[config.mk]
export PLATFORM = sky130hd
export DESIGN_NAME = fetch_issue_flat
export DESIGN_NICKNAME = d
export VERILOG_FILES = /design/src/rtl/cpu_pkg.sv /design/src/rtl/fetch_issue_if.sv /design/src/rtl/flag_reg.sv /design/src/rtl/fetch_issue.sv /design/src/flat_wrapper.sv
export SDC_FILE = /design/constraint.sdc
export NUM_CORES = 1
export LEC_CHECK = 0
export ABC_AREA = 1
export BUFFER_PORTS_ARGS = -buffer_cell sky130_fd_sc_hd__buf_4
export CAP_MARGIN = 0
export CORE_UTILIZATION = 52
export DETAILED_ROUTE_END_ITERATION = 8
export GPL_ROUTABILITY_DRIVEN = 1
export PLACE_DENSITY = 0.89
export SLEW_MARGIN = 20
export SYNTH_ARGS = -nofsm -noshare
export SYNTH_HDL_FRONTEND = slang
export SYNTH_SLANG_ARGS = --single-unit
[constraint.sdc]
create_clock -name clk -period 3.1 [get_ports clk]
set_clock_uncertainty 0.05 [all_clocks]
set_input_delay 0.31 -clock clk [delete_from_list [all_inputs] [get_ports clk]]
set_output_delay 0.31 -clock clk [all_outputs]
set_load 0.1 [all_outputs]
[src/rtl/cpu_pkg.sv]
// cpu_pkg: definitions shared by the fetch/issue front end.
//   OPCODE_W      width of the opcode field at the top of an instruction word
//   OPCODE_HALT   opcode that stops fetching (only acted on with FETCH_HALT_EN)
//   fetch_state_t fetch FSM state type, with the FETCH/ISSUE/HALT encodings
package cpu_pkg;

  localparam int OPCODE_W = 4;

  localparam logic [OPCODE_W-1:0] OPCODE_HALT = 4'b1111;

  typedef logic [1:0] fetch_state_t;

  localparam fetch_state_t ST_FETCH = 2'd0;
  localparam fetch_state_t ST_ISSUE = 2'd1;
  localparam fetch_state_t ST_HALT  = 2'd2;

endpackage

[src/rtl/fetch_issue_if.sv]
// fetch_issue_if: groups the instruction-memory read bus and the issue
// handshake toward the controlUnit/datapath.
//   master modport: fetch unit side (drives imem_req/imem_addr and the issue
//                   outputs, receives imem_ack/imem_rdata, issue_ready,
//                   ni and branch_target)
//   slave modport : memory + consumer side (the opposite directions)
interface fetch_issue_if
  import cpu_pkg::*;
#(
  parameter int PC_W    = 16,
  parameter int INSTR_W = 32
);

  logic                imem_req;
  logic [PC_W-1:0]     imem_addr;
  logic                imem_ack;
  logic [INSTR_W-1:0]  imem_rdata;

  logic                issue_valid;
  logic                issue_ready;
  logic [INSTR_W-1:0]  instr_out;
  logic [OPCODE_W-1:0] opCode;
  logic [PC_W-1:0]     pc_out;
  logic                ni;
  logic [PC_W-1:0]     branch_target;

  modport master (
    output imem_req, imem_addr,
    input  imem_ack, imem_rdata,
    output issue_valid, instr_out, opCode, pc_out,
    input  issue_ready, ni, branch_target
  );

  modport slave (
    input  imem_req, imem_addr,
    output imem_ack, imem_rdata,
    input  issue_valid, instr_out, opCode, pc_out,
    output issue_ready, ni, branch_target
  );

endinterface

[src/rtl/flag_reg.sv]
// flag_reg: N/Z condition-flag register with a write enable.
//   clk, rst_n   clock and asynchronous active-low reset (flags clear to 0)
//   we           load strobe; n_in/z_in captured on rising clk when set
//   n_q, z_q     registered flags
module flag_reg (
  input  logic clk,
  input  logic rst_n,
  input  logic we,
  input  logic n_in,
  input  logic z_in,
  output logic n_q,
  output logic z_q
);

  always_ff @(posedge clk or negedge rst_n) begin
    if (!rst_n) begin
      n_q <= 1'b0;
      z_q <= 1'b0;
    end else if (we) begin
      n_q <= n_in;
      z_q <= z_in;
    end
  end

endmodule

[src/rtl/fetch_issue.sv]
// fetch_issue: instruction fetch and single-entry issue stage.
// Fetches the word at PC, holds it on the issue port until the consumer
// accepts it, then advances PC (sequential or taken branch) and fetches again.
//   clk, rst_n          clock, asynchronous active-low reset
//   bus (master)        imem read bus + issue handshake (see fetch_issue_if)
//   flagN, flagZ        registered ALU flags for the controlUnit
//   alu_flag_we,
//   alu_n, alu_z        flag update strobe and values
//   halted              fetch stopped on a HALT opcode (FETCH_HALT_EN only)
// Build option: define FETCH_HALT_EN to enable the HALT opcode / halted port.
module fetch_issue
  import cpu_pkg::*;
#(
  parameter int              PC_W     = 16,
  parameter int              INSTR_W  = 32,
  parameter logic [PC_W-1:0] RESET_PC = '0
) (
  input  logic          clk,
  input  logic          rst_n,
  fetch_issue_if.master bus,
  output logic          flagN,
  output logic          flagZ,
  input  logic          alu_flag_we,
  input  logic          alu_n,
  input  logic          alu_z
`ifdef FETCH_HALT_EN
  ,
  output logic          halted
`endif
);

  localparam logic [PC_W-1:0] PC_ONE = 1;

  fetch_state_t       state;
  fetch_state_t       state_nxt;
  logic [PC_W-1:0]    pc;
  logic [PC_W-1:0]    pc_nxt;
  logic [INSTR_W-1:0] instr_q;
  logic [PC_W-1:0]    pc_out_q;
  logic               req_q;
  logic               valid_q;
  logic               fetch_done;
  logic               issue_done;

  // req_q and valid_q are registered copies of "next state is FETCH/ISSUE";
  // qualifying with them keeps acks in the first cycle after reset (req still
  // low) and acks outside FETCH from having any effect.
  assign fetch_done = (state == ST_FETCH) && req_q && bus.imem_ack;
  assign issue_done = (state == ST_ISSUE) && valid_q && bus.issue_ready;

  always_comb begin
    state_nxt = state;
    pc_nxt    = pc;
    case (state)
      ST_FETCH: begin
        if (fetch_done) begin
          state_nxt = ST_ISSUE;
        end
      end
      ST_ISSUE: begin
        if (issue_done) begin
          // ni/branch_target only matter on this handshake edge.
          pc_nxt = bus.ni ? bus.branch_target : pc + PC_ONE;
`ifdef FETCH_HALT_EN
          state_nxt = (instr_q[INSTR_W-1 -: OPCODE_W] == OPCODE_HALT) ? ST_HALT : ST_FETCH;
`else
          state_nxt = ST_FETCH;
`endif
        end
      end
      default: begin
        state_nxt = state;
      end
    endcase
  end

  always_ff @(posedge clk or negedge rst_n) begin
    if (!rst_n) begin
      state    <= ST_FETCH;
      pc       <= RESET_PC;
      instr_q  <= '0;
      pc_out_q <= '0;
      req_q    <= 1'b0;
      valid_q  <= 1'b0;
    end else begin
      state   <= state_nxt;
      pc      <= pc_nxt;
      req_q   <= (state_nxt == ST_FETCH);
      valid_q <= (state_nxt == ST_ISSUE);
      if (fetch_done) begin
        instr_q  <= bus.imem_rdata;
        pc_out_q <= pc;
      end
    end
  end

  assign bus.imem_req    = req_q;
  assign bus.imem_addr   = pc;
  assign bus.issue_valid = valid_q;
  assign bus.instr_out   = instr_q;
  assign bus.opCode      = instr_q[INSTR_W-1 -: OPCODE_W];
  assign bus.pc_out      = pc_out_q;

`ifdef FETCH_HALT_EN
  assign halted = (state == ST_HALT);
`endif

  // Flags are registered, so a controlUnit computing ni on the same edge as a
  // flag write still sees the old values.
  flag_reg u_flag_reg (
    .clk   (clk),
    .rst_n (rst_n),
    .we    (alu_flag_we),
    .n_in  (alu_n),
    .z_in  (alu_z),
    .n_q   (flagN),
    .z_q   (flagZ)
  );

endmodule

[src/flat_wrapper.sv]
// flat-port wrapper written by rule: the top's interface ports become plain ports
module fetch_issue_flat import cpu_pkg::*;
#(
  parameter int              PC_W     = 16,
  parameter int              INSTR_W  = 32,
  parameter logic [PC_W-1:0] RESET_PC = '0
)
  (clk, rst_n, flagN, flagZ, alu_flag_we, alu_n, alu_z, bus_imem_req, bus_imem_addr, bus_imem_ack, bus_imem_rdata, bus_issue_valid, bus_instr_out, bus_opCode, bus_pc_out, bus_issue_ready, bus_ni, bus_branch_target);
  fetch_issue_if #(.PC_W(PC_W), .INSTR_W(INSTR_W)) bus_i ();
  input  logic clk;
  input  logic rst_n;
  output logic flagN;
  output logic flagZ;
  input  logic alu_flag_we;
  input  logic alu_n;
  input  logic alu_z;
  output wire logic [$bits(bus_i.imem_req)-1:0] bus_imem_req;
  output wire logic [$bits(bus_i.imem_addr)-1:0] bus_imem_addr;
  input wire logic [$bits(bus_i.imem_ack)-1:0] bus_imem_ack;
  input wire logic [$bits(bus_i.imem_rdata)-1:0] bus_imem_rdata;
  output wire logic [$bits(bus_i.issue_valid)-1:0] bus_issue_valid;
  output wire logic [$bits(bus_i.instr_out)-1:0] bus_instr_out;
  output wire logic [$bits(bus_i.opCode)-1:0] bus_opCode;
  output wire logic [$bits(bus_i.pc_out)-1:0] bus_pc_out;
  input wire logic [$bits(bus_i.issue_ready)-1:0] bus_issue_ready;
  input wire logic [$bits(bus_i.ni)-1:0] bus_ni;
  input wire logic [$bits(bus_i.branch_target)-1:0] bus_branch_target;
  assign bus_imem_req = bus_i.imem_req;
  assign bus_imem_addr = bus_i.imem_addr;
  assign bus_i.imem_ack = bus_imem_ack;
  assign bus_i.imem_rdata = bus_imem_rdata;
  assign bus_issue_valid = bus_i.issue_valid;
  assign bus_instr_out = bus_i.instr_out;
  assign bus_opCode = bus_i.opCode;
  assign bus_pc_out = bus_i.pc_out;
  assign bus_i.issue_ready = bus_issue_ready;
  assign bus_i.ni = bus_ni;
  assign bus_i.branch_target = bus_branch_target;
  fetch_issue #(.PC_W(PC_W), .INSTR_W(INSTR_W), .RESET_PC(RESET_PC)) u_core (.clk(clk), .rst_n(rst_n), .bus(bus_i), .flagN(flagN), .flagZ(flagZ), .alu_flag_we(alu_flag_we), .alu_n(alu_n), .alu_z(alu_z));
endmodule
==> results of run 1 <==
critical path: stages, from the launching register on:
cell and delay, ps:
dfrtp_1 420, inv_2 120, nand4_4 450, buf_4 480
mux2_4 350
flip-flops by register name, indices dropped and copies added (netlist names):
register,count
u_core.state,2
u_core.bus.imem_addr,16
u_core.u_flag_reg.z_q,1
u_core.bus.pc_out,16
u_core.u_flag_reg.n_q,1
u_core.bus.imem_req,1
u_core.bus.issue_valid,1
u_core.bus.instr_out,32
cells by family after synthesis:
logic type / Yosys count / share of synthesized area
multiplexers: 35 / 0.152
AO/OA/AOI/OAI: 45 / 0.0712
AND/OR/NAND/NOR: 122 / 0.158
flip-flops: 70 / 0.533
adder cells (fa/ha/maj): 1 / 0.00381
buffers and inverters: 51 / 0.0826
area by class of cell:
class	instances	share of cell area
multi-input cells	203	0.290
repair buffers	128	0.219
clock buffers	13	0.0386
flip-flops and latches	70	0.400
well taps	75	0.0214
clock inverters	1	0.00114
inverters	34	0.0291
routing by layer:
layer | vias to the layer above | wire length (um) | track usage
met5 | - | 0 | 0
met2 | 141 | 3800 | 0.407
met4 | 0 | 106 | 0.0911
met3 | 11 | 759 | 0.0544
met1 | 1260 | 3310 | 0.325
li1 | 1289 | - | -
final timing paths:
path | to | depth (start not counted) | from | slack [ps]
max in group asynchronous | u_core.bus.imem_addr[13] | 1 | rst_n | 2390
setup reg to reg | u_core.bus.instr_out[22] | 4 | u_core.state[1] | 1090
setup / recovery | u_core.bus.instr_out[22] | 4 | u_core.state[1] | 1090
min in group clk | u_core.bus.instr_out[16] | 2 | bus_imem_rdata[16] | 150
hold / removal | u_core.bus.instr_out[0] | 1 | rst_n | 30
hold reg to reg | u_core.state[1] | 0 | u_core.state[1] | 420
cell usage in the layout, fill, tap and decap left out, drive strengths merged:
master	netlist	routed
nand3	17	17
a21oi	7	7
dfrtp	70	70
buf	14	128
clkbuf	3	13
clkinv	1	2
o22ai	2	2
nand4	5	5
a31oi	1	1
or2	2	2
inv	33	33
o21ai	33	33
a22oi	1	1
nor2	27	27
nand2	71	71
mux2	35	35
o31ai	1	1
ha	1	1
metrics by stage:
| stage | cell area, sq um | setup slack [ps] | hold WS (ps) |
|---|---|---|---|
| after floorplan | 3290 | 1030 | -35.6 |
| after global placement | 4210 | 1170 | 374 |
| after detailed placement | 4210 | 1100 | 404 |
| after CTS | 4380 | 1080 | 66.7 |
| after global routing | 4380 | 961 | 109 |
| final | 4380 | 1090 | 35.0 |
==> results.sh, run 1 <==
export IMPL_synthesis_nets=381
export IMPL_cap_violations=0
export IMPL_critPathMaxFanout=42
export IMPL_fin_cells=524
export IMPL_ctsRootBufferMaster="clkbuf_8"
export IMPL_synth_top_area_cell="dfrtp_1"
export IMPL_avgRoutedWirePerCell_um=15.2
export IMPL_startpoint_type="register"
export IMPL_ctsResizeCount=0
export IMPL_drt_pass1_iterations=4
export IMPL_required_ps=3270
export IMPL_slew_headroom=0.416
export IMPL_worst_pin_slew_ps=876
export IMPL_h_tree_depth=3
export IMPL_yosysWarningCount=0
export IMPL_gr_usage_all_layers=0.249
export IMPL_diodes=0
export IMPL_grt_max_degree=71
export IMPL_antenna_left=0
export IMPL_endpoint_kind="register"
export IMPL_syn_avg_cell_area_sq_um=10.1
export IMPL_placeableCoreArea_sq_um=6030
export IMPL_setup_tns_ps=0
export IMPL_fmax_mhz=497
export IMPL_cts_tree="done"
export IMPL_dp_cells=510
export IMPL_grt_pass1_vias=2531
export IMPL_die_h_um=81.5
export IMPL_clock_latency_ps=330
export IMPL_ys_ff_latch=70
export IMPL_finish_net_count=503
export IMPL_ys_seq_area_frac=0.533
export IMPL_setup_viol=0
export IMPL_grt_overflow=0
export IMPL_fin_crit_ps=2010
export IMPL_setup_worst_path_class="reg -> reg"
export IMPL_placementRows=28
export IMPL_arrival_ps=2180
export IMPL_multi_input_area_sq_um=1270
export IMPL_hp_class="in -> async"
export IMPL_area_growth_pct=33.3
export IMPL_hold_viol_final=0
export IMPL_yosysMostFrequentCell="nand2_1"
export IMPL_vias=2701
export IMPL_antenna_found_initial=0
export IMPL_synth_top_cells_by_area="dfrtp_1 (53%), mux2_4 (13%), nand2_1 (8.1%)"
export IMPL_ff_latch_area_sq_um=1750
export IMPL_ys_top_cells_by_count="nand2_1 (71), dfrtp_1 (70), o21ai_0 (33)"
export IMPL_ios=128
export IMPL_post_cts_setup_buffers=0
export IMPL_fill_cells=463
export IMPL_cts_sinks=70
export IMPL_yosysTopAreaCellShare=0.533
export IMPL_synth_cell_types=26
export IMPL_synth_edf_count=0
export IMPL_portBuffers=127
export IMPL_die_x_um=81.5
export IMPL_postCtsHoldBufs=0
export IMPL_synth_area_sq_um=3290
export IMPL_layout_drive_gt1_share=0.405
export IMPL_post_route_util=0.727
export IMPL_path_clk_slew_ps=70
export IMPL_synth_ff_type="dfrtp_1"
export IMPL_fin_crit_sh=0.649
export IMPL_post_dp_hpwl_um=5870
export IMPL_timing_final_max_slew_violations=0
export IMPL_drt_initial_drc_count=148
export IMPL_die_area_sq_um=6640
export IMPL_ctsLongestPathBuffers=2
export IMPL_grt_pass1_wl_um=12200
export IMPL_ys_async_sr_fraction=1.00
export IMPL_cts_buffers=9
export IMPL_start_util=0.545
export IMPL_vias_per_cell=5.15
export IMPL_gp_congestion=0.970
export IMPL_status="completed"
export IMPL_drt_total_wl_um=7980
export IMPL_rsz0062_at_grt="no"
export IMPL_drc=0
export IMPL_netlist_instances=324
Power of run 1 is not shown: default switching activity piles up to over one toggle a cycle in this logic, so the estimate is an artifact.
==> run 2: changes to the inputs <==
Settings changed: CORE_UTILIZATION 52 to 49, PLACE_DENSITY 0.89 to 0.85.
Clock period 3.1 ns to 2 ns, I/O delays scaled along.
==> results.sh, run 2 (synthesized netlist as in run 1, its figures left out) <==
export IMPL_hold_viol_final=0
export IMPL_rsz0062_at_grt="no"
export IMPL_rr_startpoint="u_core.bus.imem_addr[1]"
export IMPL_area_growth_pct=34.7
export IMPL_fill_cells=490
export IMPL_fin_crit_sh=0.744
export IMPL_timing_final_max_slew_violations=0
export IMPL_grt_pass1_vias=2676
export IMPL_critical_path_top_delay_family="simple AND/OR/NAND/NOR gates"
export IMPL_avgRoutedWirePerCell_um=14.5
export IMPL_layout_setup_ws_ps=513
export IMPL_setup_tns_ps=0
export IMPL_die_h_um=83.9
export IMPL_violations="DRC"
export IMPL_setup_worst_path_class="reg -> reg"
export IMPL_status="finished with violations"
export IMPL_grt_pass1_wl_um=13000
export IMPL_endpoint_kind="register"
export IMPL_place_ws_ps=565
export IMPL_cts_buffers=9
export IMPL_gp_congestion=0.952
export IMPL_drt_initial_drc_count=130
export IMPL_diodes=0
export IMPL_vias_per_cell=5.10
export IMPL_largest_reg_flops=32
export IMPL_die_area_sq_um=7040
export IMPL_gr_usage_all_layers=0.236
export IMPL_place_area_sq_um=4260
export IMPL_cts_tree="done"
export IMPL_cpMaxStageDelayCell="dfrtp_2"
export IMPL_cap_violations=0
export IMPL_hp_class="in -> reg"
export IMPL_path_buf_inv=3
export IMPL_drc=28
export IMPL_path_clk_slew_ps=70
export IMPL_ctsLongestPathBuffers=2
export IMPL_cpMostUsedCell="nand2_1"
export IMPL_critPathMaxStageDelay_ps=400
export IMPL_placeableCoreArea_sq_um=6420
export IMPL_post_dp_hpwl_um=5770
export IMPL_crit_path_cell_trace="ha_1 > nand3_1 > inv_1 > nand2_1 > inv_1 > nand3_1 > nand2_1 > nand2_1 > nand2_1 > inv_1"
export IMPL_drt_total_wl_um=7710
export IMPL_drt_pass1_iterations=6
export IMPL_fmax_mhz=672
export IMPL_fin_cells=532
export IMPL_grt_max_degree=50
export IMPL_cts_sinks=70
export IMPL_finish_instance_area_sq_um=4430
export IMPL_worst_pin_slew_ps=391
export IMPL_antenna_found_initial=0
export IMPL_die_x_um=83.9
export IMPL_arrival_ps=1660
export IMPL_final_common_cell="buf_4"
export IMPL_setup_viol=0
export IMPL_start_util=0.512
export IMPL_placementRows=29
export IMPL_dp_cells=517
export IMPL_ctsRootBufferMaster="clkbuf_8"
export IMPL_final_cell_mix="buf_4 (132), nand2_1 (71), dfrtp_1 (68)"
export IMPL_slew_headroom=0.739
export IMPL_cp_startpoint="u_core.bus.imem_addr[1]"
export IMPL_antenna_left=0
export IMPL_ios=128
export IMPL_grt_overflow=0
export IMPL_h_tree_depth=3
export IMPL_clock_latency_ps=330
export IMPL_required_ps=2180
export IMPL_fin_crit_ps=1490
export IMPL_portBuffers=127
export IMPL_finish_net_count=509
export IMPL_critPathMaxFanout=6
export IMPL_hold_start="bus_imem_rdata[0]"
export IMPL_vias=2713
export IMPL_startpoint_type="register"
export IMPL_layout_drive_gt1_share=0.413
-- run 2: stage by stage --
stage                     utilization  hold WS, ps
after floorplan                     -         -146
after global placement          0.664         85.3
after detailed placement        0.664         91.7
after CTS                       0.689         36.3
after global routing            0.689         38.9
final                           0.689         46.3
-- run 2: metal layers --
layer,vias to the layer above,GRT usage,share of wire
li1,1302,-,-
met1,1248,0.331,0.43
met2,153,0.366,0.45
met3,10,0.0386,0.10
met4,0,0.0972,0.015
met5,-,0,0
-- run 2: what timing repair did --
| item | in CTS | in global routing |
|---|---|---|
| hold endpoints to repair | 27 | 0 |
| setup buffers | 0 | 0 |
| hold buffers | 1 | 0 |
| gates resized for setup | 0 | 0 |
-- run 2: worst paths after layout --
kind	slack [ps]	endpoint	cells after the start
hold reg to reg	410	u_core.state[1]	0
min in group asynchronous	290	u_core.bus.instr_out[21]	2
hold / removal	50	u_core.bus.instr_out[0]	2
setup reg to reg	510	u_core.bus.imem_addr[10]	10
setup / recovery	510	u_core.bus.imem_addr[10]	10
max in group asynchronous	920	u_core.bus.instr_out[18]	3
-- run 2: final cells by class --
| cell class | count | area [sq um] | area share |
|---|---|---|---|
| multi-input cells | 203 | 1270 | 0.287 |
| repair buffers | 134 | 1020 | 0.231 |
| inverters | 34 | 128 | 0.0288 |
| well taps | 77 | 96.3 | 0.0218 |
| clock inverters | 2 | 10.0 | 0.00226 |
| flip-flops and latches | 70 | 1750 | 0.396 |
| clock buffers | 12 | 145 | 0.0328 |
Power of run 2 is left out for the same reason.
==> run 3: changes to the inputs <==
Clock period 2 ns to 1.4 ns, I/O delays scaled along.
==> results.sh, run 3 (synthesized netlist as in run 1, its figures left out) <==
export IMPL_die_h_um=83.9
export IMPL_die_area_sq_um=7040
export IMPL_placementRows=29
export IMPL_cpMaxStageDelayCell="dfrtp_4"
export IMPL_layout_drive_gt1_share=0.485
export IMPL_fin_crit_sh=0.995
export IMPL_r2r_end="u_core.bus.imem_addr[10]"
export IMPL_setup_viol=0
export IMPL_dp_cells=523
export IMPL_worst_pin_slew_ps=367
export IMPL_ctsRootBufferMaster="clkbuf_8"
export IMPL_cts_buffers=9
export IMPL_violations="DRC"
export IMPL_critPathMaxFanout=4
export IMPL_endpoint_kind="register"
export IMPL_fill_cells=366
export IMPL_rsz0062_at_grt="yes"
export IMPL_setup_worst_path_class="reg -> reg"
export IMPL_slew_headroom=0.754
export IMPL_min_to="u_core.bus.imem_addr[1]"
export IMPL_drt_initial_drc_count=175
export IMPL_fin_cells=578
export IMPL_finish_net_count=553
export IMPL_hold_start="bus_branch_target[1]"
export IMPL_ctsLongestPathBuffers=2
export IMPL_avgRoutedWirePerCell_um=16.5
export IMPL_start_util=0.512
export IMPL_cpMostUsedCell="nand2_1"
export IMPL_grt_pass1_vias=3076
export IMPL_crit_path_cell_trace="ha_4 > nand3_4 > inv_4 > nand2_4 > inv_2 > nand3_1 > nand2_1 > nand2_1 > nand2_1 > inv_1"
export IMPL_portBuffers=127
export IMPL_layout_setup_ws_ps=6.53
export IMPL_cts_tree="done"
export IMPL_timing_final_max_slew_violations=0
export IMPL_h_tree_depth=3
export IMPL_fin_crit_ps=1390
export IMPL_gr_usage_all_layers=0.272
export IMPL_grt_overflow=0
export IMPL_drt_total_wl_um=9530
export IMPL_gp_congestion=0.867
export IMPL_fmax_mhz=718
export IMPL_largest_reg_flops=32
export IMPL_place_ws_ps=16.1
export IMPL_critPathMaxStageDelay_ps=450
export IMPL_required_ps=1590
export IMPL_post_dp_hpwl_um=5940
export IMPL_diodes=0
export IMPL_startpoint_type="register"
export IMPL_grt_pass1_wl_um=14800
export IMPL_final_common_cell="buf_4"
export IMPL_ios=128
export IMPL_hp_class="in -> reg"
export IMPL_final_cell_mix="buf_4 (135), nand2_1 (66), dfrtp_1 (48)"
export IMPL_r2r_setup_slack_ps=7
export IMPL_rr_startpoint="u_core.bus.imem_addr[0]"
export IMPL_drt_pass1_iterations=7
export IMPL_status="finished with violations"
export IMPL_clock_latency_ps=340
export IMPL_worst_hold_path_num_cells=3
export IMPL_antenna_left=0
export IMPL_cp_startpoint="u_core.bus.imem_addr[0]"
export IMPL_antenna_found_initial=0
export IMPL_area_growth_pct=56.3
export IMPL_vias=3047
export IMPL_vias_per_cell=5.27
export IMPL_arrival_ps=1590
export IMPL_r2r_cells=10
export IMPL_placeableCoreArea_sq_um=6420
export IMPL_hold_viol_final=0
export IMPL_path_clk_slew_ps=80
export IMPL_cts_sinks=70
export IMPL_cap_violations=0
export IMPL_grt_max_degree=71
export IMPL_drc=26
export IMPL_die_x_um=83.9
[run 3: cell types whose count changed in the layout (fill, tap and decap cells not counted), sizes merged]
cell         delta
dlygate4sd3    +35
buf             +9
clkinvlp        +3
bufinv          +2
clkinv          -2
clkbuf          -1
[run 3: layout make-up]
cell class,count,area [sq um],share of cell area
Tap cell,77,96.3,0.0188
Inverter,34,130,0.0253
Clock buffer,11,141,0.0275
Timing Repair Buffer,178,1490,0.290
Sequential cell,70,1820,0.354
Clock inverter,5,82.6,0.0161
Multi-Input combinational cell,203,1380,0.269
[run 3: worst max-delay path by stage]
stage | end
floorplan | u_core.bus.imem_addr[10]
global route | u_core.bus.imem_addr[10]
detailed placement | u_core.bus.imem_addr[10]
CTS | u_core.bus.imem_addr[14]
global placement | u_core.bus.imem_addr[8]
finish | u_core.bus.imem_addr[10]
[run 3: critical path: cells and delay by family (launching register included)]
kind                     cells  cell delay [ps]
buffers and inverters        3              220
flip-flops                   1              450
AND/OR/NAND/NOR              6              420
adder cells (fa/ha/maj)      1              170
[run 3: routing by layer]
layer | track usage | vias to the layer above | wire length (um)
met5 | 0 | - | 0
met4 | 0.0925 | 0 | 209
met3 | 0.0514 | 18 | 658
met2 | 0.479 | 160 | 4830
met1 | 0.333 | 1475 | 3830
li1 | - | 1394 | -
[run 3: through the flow]
stage | hold slack (ps) | utilization | cell area, sq um | TNS [ps]
floorplan | -206 | - | 3410 | -3540
global placement | 123 | 0.692 | 4450 | 0
detailed placement | 124 | 0.692 | 4450 | 0
CTS | 2.26 | 0.783 | 5030 | -0.618
global route | 53.9 | 0.800 | 5140 | -817
finish | 38.9 | 0.800 | 5140 | 0
[run 3: timing repair]
item / CTS / global route
resized for setup: 3 / 25
hold endpoints to repair: 104 / 1
gates cloned: 0 / 0
pin swaps: 1 / 4
setup endpoints to repair: 2 / 40
hold buffers: 35 / 1
buffers inserted: 0 / 3
Power of run 3 is left out for the same reason.
